<file path="config.mk">
export PLATFORM = sky130hd
export DESIGN_NAME = seg7_scan_display
export DESIGN_NICKNAME = d
export VERILOG_FILES = /design/src/rtl/seg7_scan_display_pkg.sv /design/src/rtl/hex_to_seg7.sv /design/src/rtl/seg7_scan_display.sv
export SDC_FILE = /design/constraint.sdc
export NUM_CORES = 1
export LEC_CHECK = 0
export CAP_MARGIN = 10
export CORE_UTILIZATION = 30
export DETAILED_ROUTE_END_ITERATION = 10
export GPL_TIMING_DRIVEN = 0
export MAX_ROUTING_LAYER = met4
export RECOVER_POWER = 100
export SKIP_CTS_REPAIR_TIMING = 1
export SKIP_LAST_GASP = 1
export SLEW_MARGIN = 15
export SYNTH_ARGS = -nofsm -noshare
export SYNTH_HDL_FRONTEND = slang
export SYNTH_SLANG_ARGS = --single-unit
</file>
<file path="constraint.sdc">
create_clock -name clk -period 3.9 [get_ports clk]
set_input_delay 0.78 -clock clk [delete_from_list [all_inputs] [get_ports clk]]
set_output_delay 0.78 -clock clk [all_outputs]
set_load 0.05 [all_outputs]
</file>
<file path="src/rtl/seg7_scan_display_pkg.sv">
// Shared constants for the 4-digit common-anode 7-segment scanner.
package seg7_scan_display_pkg;

    localparam int unsigned NUM_DIGITS = 4;

    // All segments and the DP dark (active-low drive).
    localparam logic [7:0] SEG_BLANK = 8'hFF;
    // All anodes off (active-low drive).
    localparam logic [3:0] AN_OFF = 4'b1111;

    // Active-low {g,f,e,d,c,b,a} patterns for 0..F; entry [0] is the rightmost literal.
    localparam logic [15:0][6:0] SEG7_LUT = {
        7'h0E, 7'h06, 7'h21, 7'h46,   // F E D C
        7'h03, 7'h08, 7'h10, 7'h00,   // B A 9 8
        7'h78, 7'h02, 7'h12, 7'h19,   // 7 6 5 4
        7'h30, 7'h24, 7'h79, 7'h40    // 3 2 1 0
    };

endpackage

</file>
<file path="src/rtl/hex_to_seg7.sv">
// Combinational nibble to active-low 7-segment decode.
module hex_to_seg7
    import seg7_scan_display_pkg::*;
(
    input  logic [3:0] hex,
    output logic [6:0] seg
);

    // Straight table lookup; every nibble value has a glyph.
    always_comb begin
        seg = SEG7_LUT[hex];
    end

endmodule

</file>
<file path="src/rtl/seg7_scan_display.sv">
// Time-multiplexed driver for a common-anode 4-digit 7-segment display with
// frame-coherent input snapshot, per-digit decimal point and per-digit blink.
module seg7_scan_display
    import seg7_scan_display_pkg::*;
#(
    parameter int unsigned SCAN_DIV  = 50000,
    parameter int unsigned BLINK_DIV = 25000000
) (
    input  logic        clk,
    input  logic        reset,
    input  logic [15:0] disp_num,
    input  logic [3:0]  point,
    input  logic [3:0]  blink,
    output logic [3:0]  AN,
    output logic [7:0]  SEGMENT
);

    localparam int unsigned SCAN_W  = (SCAN_DIV  > 1) ? $clog2(SCAN_DIV)  : 1;
    localparam int unsigned BLINK_W = (BLINK_DIV > 1) ? $clog2(BLINK_DIV) : 1;
    localparam logic [SCAN_W-1:0]  SCAN_LAST  = SCAN_W'(SCAN_DIV - 1);
    localparam logic [BLINK_W-1:0] BLINK_LAST = BLINK_W'(BLINK_DIV - 1);

    logic [SCAN_W-1:0]  scan_cnt_q,  scan_cnt_d;
    logic [1:0]         idx_q,       idx_d;
    logic [BLINK_W-1:0] blink_cnt_q, blink_cnt_d;
    logic               blink_phase_q, blink_phase_d;
    logic [15:0]        num_s_q,     num_s_d;
    logic [3:0]         pt_s_q,      pt_s_d;
    logic [3:0]         blink_s_q,   blink_s_d;
    logic [3:0]         an_q,        an_d;
    logic [7:0]         seg_q,       seg_d;

    logic               scan_wrap;
    logic               frame_end;
    logic [3:0]         digit_nib;
    logic [6:0]         digit_seg;

    // Nibble of the snapshot for the digit currently being scanned.
    always_comb begin
        digit_nib = num_s_q[{idx_q, 2'b00} +: 4];
    end

    hex_to_seg7 u_dec (
        .hex (digit_nib),
        .seg (digit_seg)
    );

    // Next-state for scan counter, digit index, blink timer, snapshot and output drive.
    always_comb begin
        scan_wrap     = (scan_cnt_q == SCAN_LAST);
        frame_end     = scan_wrap && (idx_q == 2'd3);

        scan_cnt_d    = scan_wrap ? '0 : scan_cnt_q + 1'b1;
        idx_d         = scan_wrap ? idx_q + 2'd1 : idx_q;

        blink_cnt_d   = (blink_cnt_q == BLINK_LAST) ? '0 : blink_cnt_q + 1'b1;
        blink_phase_d = (blink_cnt_q == BLINK_LAST) ? ~blink_phase_q : blink_phase_q;

        // Inputs are only sampled as the frame rolls from digit 3 back to digit 0,
        // so a frame never mixes old and new values.
        num_s_d       = frame_end ? disp_num : num_s_q;
        pt_s_d        = frame_end ? point    : pt_s_q;
        blink_s_d     = frame_end ? blink    : blink_s_q;

        // Output drive is built from pre-edge state, giving one cycle of latency from idx.
        an_d          = AN_OFF;
        an_d[idx_q]   = 1'b0;
        seg_d         = {~pt_s_q[idx_q], digit_seg};
        if (blink_s_q[idx_q] && !blink_phase_q) begin
            an_d  = AN_OFF;
            seg_d = SEG_BLANK;
        end
    end

    // State registers with synchronous active-low reset; snapshot tracks inputs while held.
    always_ff @(posedge clk) begin
        if (!reset) begin
            scan_cnt_q    <= '0;
            idx_q         <= 2'd0;
            blink_cnt_q   <= '0;
            blink_phase_q <= 1'b1;
            num_s_q       <= disp_num;
            pt_s_q        <= point;
            blink_s_q     <= blink;
            an_q          <= AN_OFF;
            seg_q         <= SEG_BLANK;
        end else begin
            scan_cnt_q    <= scan_cnt_d;
            idx_q         <= idx_d;
            blink_cnt_q   <= blink_cnt_d;
            blink_phase_q <= blink_phase_d;
            num_s_q       <= num_s_d;
            pt_s_q        <= pt_s_d;
            blink_s_q     <= blink_s_d;
            an_q          <= an_d;
            seg_q         <= seg_d;
        end
    end

    assign AN      = an_q;
    assign SEGMENT = seg_q;

endmodule

</file>
## Word-level counts from Yosys, hierarchy flattened

Memories as Yosys holds them, arrays and structs flattened. A register that Yosys moved wholly into a read port is not among the register bits.
Index checks and enable logic that the tools add are counted.

- Register bits after elaboration: 80
- ROM bits: 112
- Input bits: 26
- Output and inout bits: 12
- Word-level logic and storage cells: 45
- Memories: 1

Memories:

| memory | depth | width | rd ports | clocked after Yosys merged registers in | write ports | line | RTL |
|---|---|---|---|---|---|---|---|
| (name not given) | 16 | 7 | 1 | 1 | 0 | hex_to_seg7.sv:11 | `seg = SEG7_LUT[hex];` |

- Add/sub/neg operators: 3
- $lt $le $gt $ge: 3
- Eq/ne operators: 4
- Shifts and indexed selects: 1
- Muxes and demuxes: 13
- Bitwise gates (word level): 4
- Reduce and logical (&&, ||, !) cells: 7

Operators with widths:

| cell | count |
|---|---|
| two-way mux 16 bit | 2 |
| adder 25 x 1 -> 25 bit, second input constant | 1 |
| equality test 25 bit, second input constant | 1 |
| adder 16 x 1 -> 16 bit, second input constant | 1 |
| equality test 16 bit, second input constant | 1 |
| two-way mux 4 bit | 4 |
| variable part select 16 x 5 -> 4 bit | 1 |
| two-way mux 7 bit | 1 |
| OR reduction 2 bit | 3 |
| < comparator 4 x 5 -> 1 bit, second input constant | 1 |
| binary-select mux 1 bit (select 2 bit) | 2 |
| NOT 4 bit | 1 |
| logical AND 1 bit | 3 |
| < comparator 2 x 3 -> 1 bit, second input constant | 1 |
| two-way mux 1 bit | 3 |
| NOT 1 bit | 3 |
| adder 2 x 1 -> 2 bit, second input constant | 1 |
| demux 1 bit (select 2 bit) | 1 |
| equality test 2 bit, second input constant | 1 |
| greater-or-equal comparator 2 x 1 -> 1 bit, second input constant | 1 |
| != test 2 x 1 -> 1 bit, second input constant | 1 |
| logical NOT 1 bit | 1 |

## Logic depth before layout (Yosys ltp)

Gate-level depths: netlist of the first run.

- Word-level depth: 5
- Gate-level depth with buffers: 7

## Modules after synthesis

From an unflattened synthesis of the first run, not the netlist that was laid out.

- Cell total of the unflattened synthesis: 323
- Area total of the unflattened synthesis: 3499.6 um^2

By module, submodules not included:

| module | times used | cells an instance | area an instance (um^2) | sequential area each (um^2) |
|---|---|---|---|---|
| seg7_scan_display | 1 | 291 | 3224.3 | 1841.8 |
| hex_to_seg7 | 1 | 32 | 275.3 | 0.0 |

## Worst setup path before layout of the first run

OpenSTA, ideal clock, no wires.

- Path kind: reg-to-reg
- Start: reg scan_cnt_q[0]
- End: reg blink_s_q[0] (enable)
- Library setup time: 439 ps
- Arrival: 2737 ps
- Required time: 3461 ps
- Path slack: 724 ps
- Cell stages (with the launch flop): 5
- Clock period less this slack: 3176 ps
- Cells stage by stage: dfxtp_1 -> ha_1 -> and3_1 -> nand4_1 -> o21ai_0

- Word-level cells in the longest chain between the ends: 3

RTL lines:

| element | line | RTL |
|---|---|---|
| start: declaration | seg7_scan_display.sv:23 | `logic [SCAN_W-1:0] scan_cnt_q, scan_cnt_d;` |
| start signal: assignment | seg7_scan_display.sv:88 | `scan_cnt_q <= scan_cnt_d;` |
| equality test 16 bit | seg7_scan_display.sv:50 | `scan_wrap = (scan_cnt_q == SCAN_LAST);` |
| logical AND 1 bit | seg7_scan_display.sv:51 | `frame_end = scan_wrap && (idx_q == 2'd3);` |
| != test 2 x 1 -> 1 bit (no source line) | - |  |
| end signal: assignment | seg7_scan_display.sv:84 | `blink_s_q <= blink;` |
| end signal: assignment | seg7_scan_display.sv:94 | `blink_s_q <= blink_s_d;` |
| end: declaration | seg7_scan_display.sv:29 | `logic [3:0] blink_s_q, blink_s_d;` |

Every way passes these cells.
A chain may end at the register's enable or synchronous reset.

## Worst setup path in the final report of the first run

- Start: reg idx_q[0]
- End: reg seg_q[5] (netlist: SEGMENT[5])

- Word-level cells in the longest chain between the ends: 4
- Elaborated cells on any way between the ends: 5

RTL lines:

| element | line | RTL |
|---|---|---|
| start: declaration | seg7_scan_display.sv:24 | `logic [1:0] idx_q, idx_d;` |
| start signal: assignment | seg7_scan_display.sv:89 | `idx_q <= idx_d;` |
| binary-select mux 1 bit (select 2 bit) | seg7_scan_display.sv:69 | `if (blink_s_q[idx_q] && !blink_phase_q) begin` |
| two-way mux 1 bit (not written as such) | seg7_scan_display.sv:69 |  |
| logical AND 1 bit | seg7_scan_display.sv:69 |  |
| OR reduction 2 bit (no source line) | - |  |
| end: declaration | seg7_scan_display.sv:31 | `logic [7:0] seg_q, seg_d;` |

Several ways; a longest one is shown, not always the timed one. The select of a mux whose other input is x is not followed.

==> flow_metrics.tcl, run 1 <==
set metrics [dict create \
    p_total_mw 1.91 \
    cpMaxStageDelayCell "clkbuf_1" \
    slew_headroom_pct 50.6 \
    p_per_area_nw_per_um2 436 \
    hold_slack_ps 480 \
    ys.warnings.count 0 \
    ios 38 \
    dieArea_sq_um 12100 \
    cts_tree "done" \
    crit_path_cell_trace "clkbuf_1 > mux4_2 > a21boi_0 > clkbuf_1 > o221ai_1" \
    clock-root-buffer "clkbuf_16" \
    gr-total-overflow 0 \
    fp.dieW_microns 110 \
    vias 2556 \
    required_ps 4080 \
    syn_avg_cell_area_sq_um 10.8 \
    ys_ff_latch 80 \
    clockBufferDepth 2 \
    drv_slew 0 \
    netlist_area_sq_um 3510 \
    synth_cell_types 43 \
    fin_skew_ps 6.67 \
    io_buffers 36 \
    p_leak_nw 1.52 \
    first_pass_iters 4 \
    cp_max_fo 10 \
    cts_inserted_buffers 9 \
    period_needed_ps 2680 \
    ys_seq_area_share_pct 52.5 \
    grt_pass1_vias 2433 \
    fin_ws_ps 1220 \
    clk_pin_slew_ps 60 \
    switching_share_pct 22.0 \
    grt_pass1_wl_microns 11300 \
    placed_area_sq_um 4060 \
    routabilityCongestion 0.774 \
    core_sq_um 11400 \
    rsz0062_at_grt "no" \
    critPathKind "register to register" \
    ir_drop_v 0.000260 \
    max_freq_mhz 373 \
    maxCapViolations 0 \
    slowest_delay_ps 590 \
    post-place-ws_ps 1550 \
    antenna_found_initial 0 \
    fp-row-count 39 \
    comb_power_share_pct 6.1 \
    cp.buffers_inverters 2 \
    cp-start-kind "register" \
    n_fill_cell 1150 \
    antenna_cells 0 \
    antenna_left 0 \
    wl_per_cell_microns 12.9 \
    postSynthCellCount 324 \
    hold_viol 0 \
    wl_microns 6710 \
    drive_gt1_share_pct 9.02 \
    path_delay_family "buffers and inverters" \
    p_clk_share_pct 47.0 \
    arrival_ps 2870 \
    nets 410 \
    power.switching_uw 419 \
    setup_tns_ps 0 \
    cts_max_level 3 \
    clk_latency_ps 330 \
    drc 0 \
    cts.sinks 80 \
    syn2layout_area_growth_pct 24.7 \
    grt_start_max_net_pins 15 \
    worst_slew_pin_slew_ps 741 \
    setup_violations 0 \
    crit_path_end_kind "register" \
    cp_common_cell "clkbuf_1" \
    die_h_microns 110 \
    via_per_inst 4.92 \
    p_int_mw 1.49 \
    seqPwrFrac_pct 46.9 \
    synth_nets 362 \
    status "finished clean" \
    worstHoldPathType "register to register" \
    period_share_pct 68.8 \
    place_hpwl_microns 4800 \
    grt.total_usage_pct 12.7 \
    drtIter0Drc 163 \
    initial_utilization_pct 30.7 \
    fin_area_sq_um 4370 \
]
==> cells in the final DEF, fill, tap and decap left out, drive strengths merged, types with 14 or more instances in the layout <==
cell type,count
clkbuf,20
dfxtp,56
dlygate4sd3,36
edfxtp,24
inv,14
nand2,16
nand3,20
nor2,29
xnor2,15
==> routing by layer <==
layer  global-route usage [%]  routed length [microns]  up-vias
met5                        -                        0        -
met2                     20.1                     3150       37
met1                     15.4                     3220     1213
li1                         -                        -     1293
met4                     5.92                      129        0
met3                     3.00                      217       13
==> path summary, 6_finish.rpt <==
path / startpoint / end / slack [ps] / depth (start not counted)
hold reg to reg: scan_cnt_q[0]$_SDFF_PP0_ / scan_cnt_q[0]$_SDFF_PP0_ / 480 / 1
setup / recovery: idx_q[0]$_SDFFE_PN0P_ / SEGMENT[5]$_SDFF_PP1_ / 1220 / 5
setup reg to reg: idx_q[0]$_SDFFE_PN0P_ / SEGMENT[5]$_SDFF_PP1_ / 1220 / 5
hold / removal: scan_cnt_q[0]$_SDFF_PP0_ / scan_cnt_q[0]$_SDFF_PP0_ / 480 / 1
==> registers in the layout, indices dropped and copies added, names as in the netlist <==
register,cells
idx_q,2
SEGMENT,8
AN,4
scan_cnt_q,16
blink_cnt_q,25
blink_s_q,4
pt_s_q,4
num_s_q,16
blink_phase_q,1
==> final cells by class <==
class | count | area [sq um] | area share, %
well taps | 143 | 179 | 4.09
clock buffers | 11 | 264 | 6.04
clock inverters | 5 | 58.8 | 1.35
multi-input cells | 223 | 1580 | 36.2
flip-flops and latches | 80 | 1840 | 42.1
repair buffers | 37 | 364 | 8.33
plain buffers | 10 | 40.0 | 0.916
inverters | 11 | 41.3 | 0.944
==> cell usage after synthesis (all sizes together) <==
cell type  number  area (sq um)
mux4            5           113
or4b            1          10.0
nor4b           1          8.76
nor4            2          12.5
and4            3          27.5
nand4          13          87.6
buf             6          30.0
ha             12           150
a21boi          1          7.51
clkbuf          4          15.0
a21oi          13          65.1
nand2          16          60.1
o221ai          2          17.5
mux2            4          45.0
inv            11          41.3
and3           10          63.8
o311ai          2          17.5
o21ai           9          45.0
nand4b          1          8.76
xor2           12           105
o211ai          3          22.5
or3             6          37.5
nand3          20           105
nor2b           1          6.26
or2             1          6.26
xnor2          15           131
mux2i           9          90.1
nor3            7          35.0
edfxtp         24           721
nor3b           1          7.51
nor4bb          2          20.0
and2            3          18.8
nor2           29           109
o31ai           9          67.6
o31a            1          8.76
or4             9          68.8
dfxtp          56          1120
==> power by group through the flow <==
stage          Combinational, mW  Sequential [mW]  Clock (mW)
2_1_floorplan             0.0469            0.938           0
3_3_place_gp               0.122            0.914           0
3_5_place_dp               0.126            0.914           0
4_1_cts                    0.126            0.895       0.920
5_1_grt                    0.126            0.898       0.951
6_report                   0.116            0.895       0.896
==> per-stage QoR <==
stage                     utilization (%)  cells
after floorplan                         -    324
after global placement               35.4    503
after detailed placement             35.6    504
after CTS                            38.4    520
after global routing                 38.3    520
final                                38.3    520
==> logic make-up after synthesis <==
group,Yosys count,share of synthesized area (%)
compound gates,40,7.17
xor+xnor,27,6.74
fa+ha+maj,12,4.28
buf+inv,21,2.46
flops,80,52.5
mux,18,7.06
simple gates,126,19.8
Power figures use the tool's default switching activity.
==> run 2: changes to the inputs <==
==> constraint.sdc (replaced) <==
create_clock -name clk -period 2.6 [get_ports clk]
set_input_delay 0.52 -clock clk [delete_from_list [all_inputs] [get_ports clk]]
set_output_delay 0.52 -clock clk [all_outputs]
set_load 0.05 [all_outputs]
==> run 2 against run 1 <==
  * Count of clock-buffer cells in the layout decreased by 2
  * Combinational power increased by 53%
  * Power up 47%
  * Core utilization is essentially flat
  * Register-to-register slack worse by 930 ps
  * Cell count unchanged
  * Global-route usage up 0.46 points
  * Via count is 0.86% lower
  * Die area did not move
  * Critical path depth grew 1
  * Largest cell class unchanged
==> flow_metrics.tcl, run 2 (same netlist as run 1, synthesis figures left out) <==
set metrics [dict create \
    status "finished clean" \
    p_total_mw 2.81 \
    hold_slack_ps 459 \
    n_fill_cell 1132 \
    cts.sinks 80 \
    p_leak_nw 1.52 \
    initial_utilization_pct 30.7 \
    rsz0062_at_grt "no" \
    via_per_inst 4.87 \
    p_per_area_nw_per_um2 642 \
    grt.total_usage_pct 13.2 \
    die_h_microns 110 \
    final_cell_mix "dfxtp_1, dlygate4sd3_1, nor2_1" \
    setup_violations 0 \
    maxCapViolations 0 \
    clk_pin_slew_ps 60 \
    vias 2534 \
    top_register "blink_cnt_q" \
    hp-start "scan_cnt_q[0]$_SDFF_PP0_" \
    placed_area_sq_um 4070 \
    largest_register_ffs 25 \
    worstHoldPathType "register to register" \
    cp_max_fo 10 \
    drv_slew 0 \
    grt_start_max_net_pins 16 \
    clock-root-buffer "clkbuf_16" \
    dieArea_sq_um 12100 \
    wl_microns 6970 \
    drc 0 \
    layout_commonest_cell "dfxtp_1" \
    cp-start-kind "register" \
    place_hpwl_microns 4990 \
    fin_ws_ps 289 \
    crit_path_end_kind "register" \
    drive_gt1_share_pct 10.3 \
    io_buffers 36 \
    final_util_pct 38.3 \
    syn2layout_area_growth_pct 24.6 \
    antenna_left 0 \
    arrival_ps 2530 \
    fp-row-count 39 \
    placed_cells 504 \
    core_sq_um 11400 \
    fin_skew_ps 4.99 \
    slew_headroom_pct 54.1 \
    wl_per_cell_microns 13.4 \
    cts_max_level 3 \
    drtIter0Drc 152 \
    clk_latency_ps 340 \
    hold_viol 0 \
    clockBufferDepth 2 \
    top_regs "blink_cnt_q: 25 flops, num_s_q: 16 flops, scan_cnt_q: 16 flops" \
    cts_tree "done" \
    gr-total-overflow 0 \
    ios 38 \
    worst_slew_pin_slew_ps 670 \
    critPathKind "register to register" \
    fin_area_sq_um 4370 \
    ir_drop_v 0.000361 \
    antenna_found_initial 0 \
    first_pass_iters 4 \
    period_needed_ps 2310 \
    grt_pass1_vias 2491 \
    rr_startpoint "blink_cnt_q[0]$_SDFF_PP0_" \
    cts_inserted_buffers 9 \
    required_ps 2820 \
    crit_start "blink_cnt_q[0]$_SDFF_PP0_" \
    nets 410 \
    routabilityCongestion 0.800 \
    period_share_pct 88.9 \
    instances_no_fill 520 \
    fp.dieW_microns 110 \
    max_freq_mhz 433 \
    grt_pass1_wl_microns 11600 \
    post-place-ws_ps 281 \
    antenna_cells 0 \
    setup_tns_ps 0 \
]
run 2: cell types whose count changed in the layout (fill, tap and decap cells not counted):
| cell | delta |
|---|---|
| and2_0 | -1 |
| buf_2 | +1 |
| o21ai_1 | +1 |
| clkbuf_8 | -1 |
| buf_8 | +1 |
| o21ai_0 | -1 |
| clkinv_2 | -1 |
| clkbuf_16 | -1 |
| clkinvlp_4 | +1 |
| clkbuf_2 | +3 |
| clkbuf_1 | -5 |
| and2_1 | +1 |
| clkinv_4 | +2 |
run 2: final cells by class:
| type | count | area [sq um] | share of cell area, % |
|---|---|---|---|
| repair buffers | 37 | 375 | 8.59 |
| well taps | 143 | 179 | 4.10 |
| clock inverters | 7 | 78.8 | 1.80 |
| multi-input cells | 223 | 1580 | 36.2 |
| inverters | 11 | 41.3 | 0.945 |
| clock buffers | 9 | 225 | 5.15 |
| plain buffers | 10 | 45.0 | 1.03 |
| flip-flops and latches | 80 | 1840 | 42.2 |
run 2: worst paths after layout:
check	depth (start not counted)	to	slack, ps
max	6	blink_cnt_q[22]$_SDFF_PP0_	290
min	1	scan_cnt_q[0]$_SDFF_PP0_	460
max reg2reg	6	blink_cnt_q[22]$_SDFF_PP0_	290
min reg2reg	1	scan_cnt_q[0]$_SDFF_PP0_	460
run 2: power breakdown:
| part | switching [mW] | internal [mW] |
|---|---|---|
| combinational | 0.104 | 0.0742 |
| sequential | 0.0166 | 1.33 |
| clock | 0.531 | 0.754 |
| total | 0.651 | 2.15 |
run 2: per-layer routing:
| layer | track usage (%) | routed length [microns] | up-vias |
|---|---|---|---|
| met1 | 15.2 | 3270 | 1194 |
| met4 | 6.48 | 156 | 0 |
| met2 | 21.1 | 3270 | 36 |
| met5 | - | 0 | - |
| met3 | 3.70 | 264 | 15 |
| li1 | - | - | 1289 |
run 2: critical path: stages (launching register included):
cell,delay (ps)
dfxtp_1,400
ha_1,220
nand3_1,150
or4b_1,590
o21ai_1,410
buf_2,330
a21oi_1,80
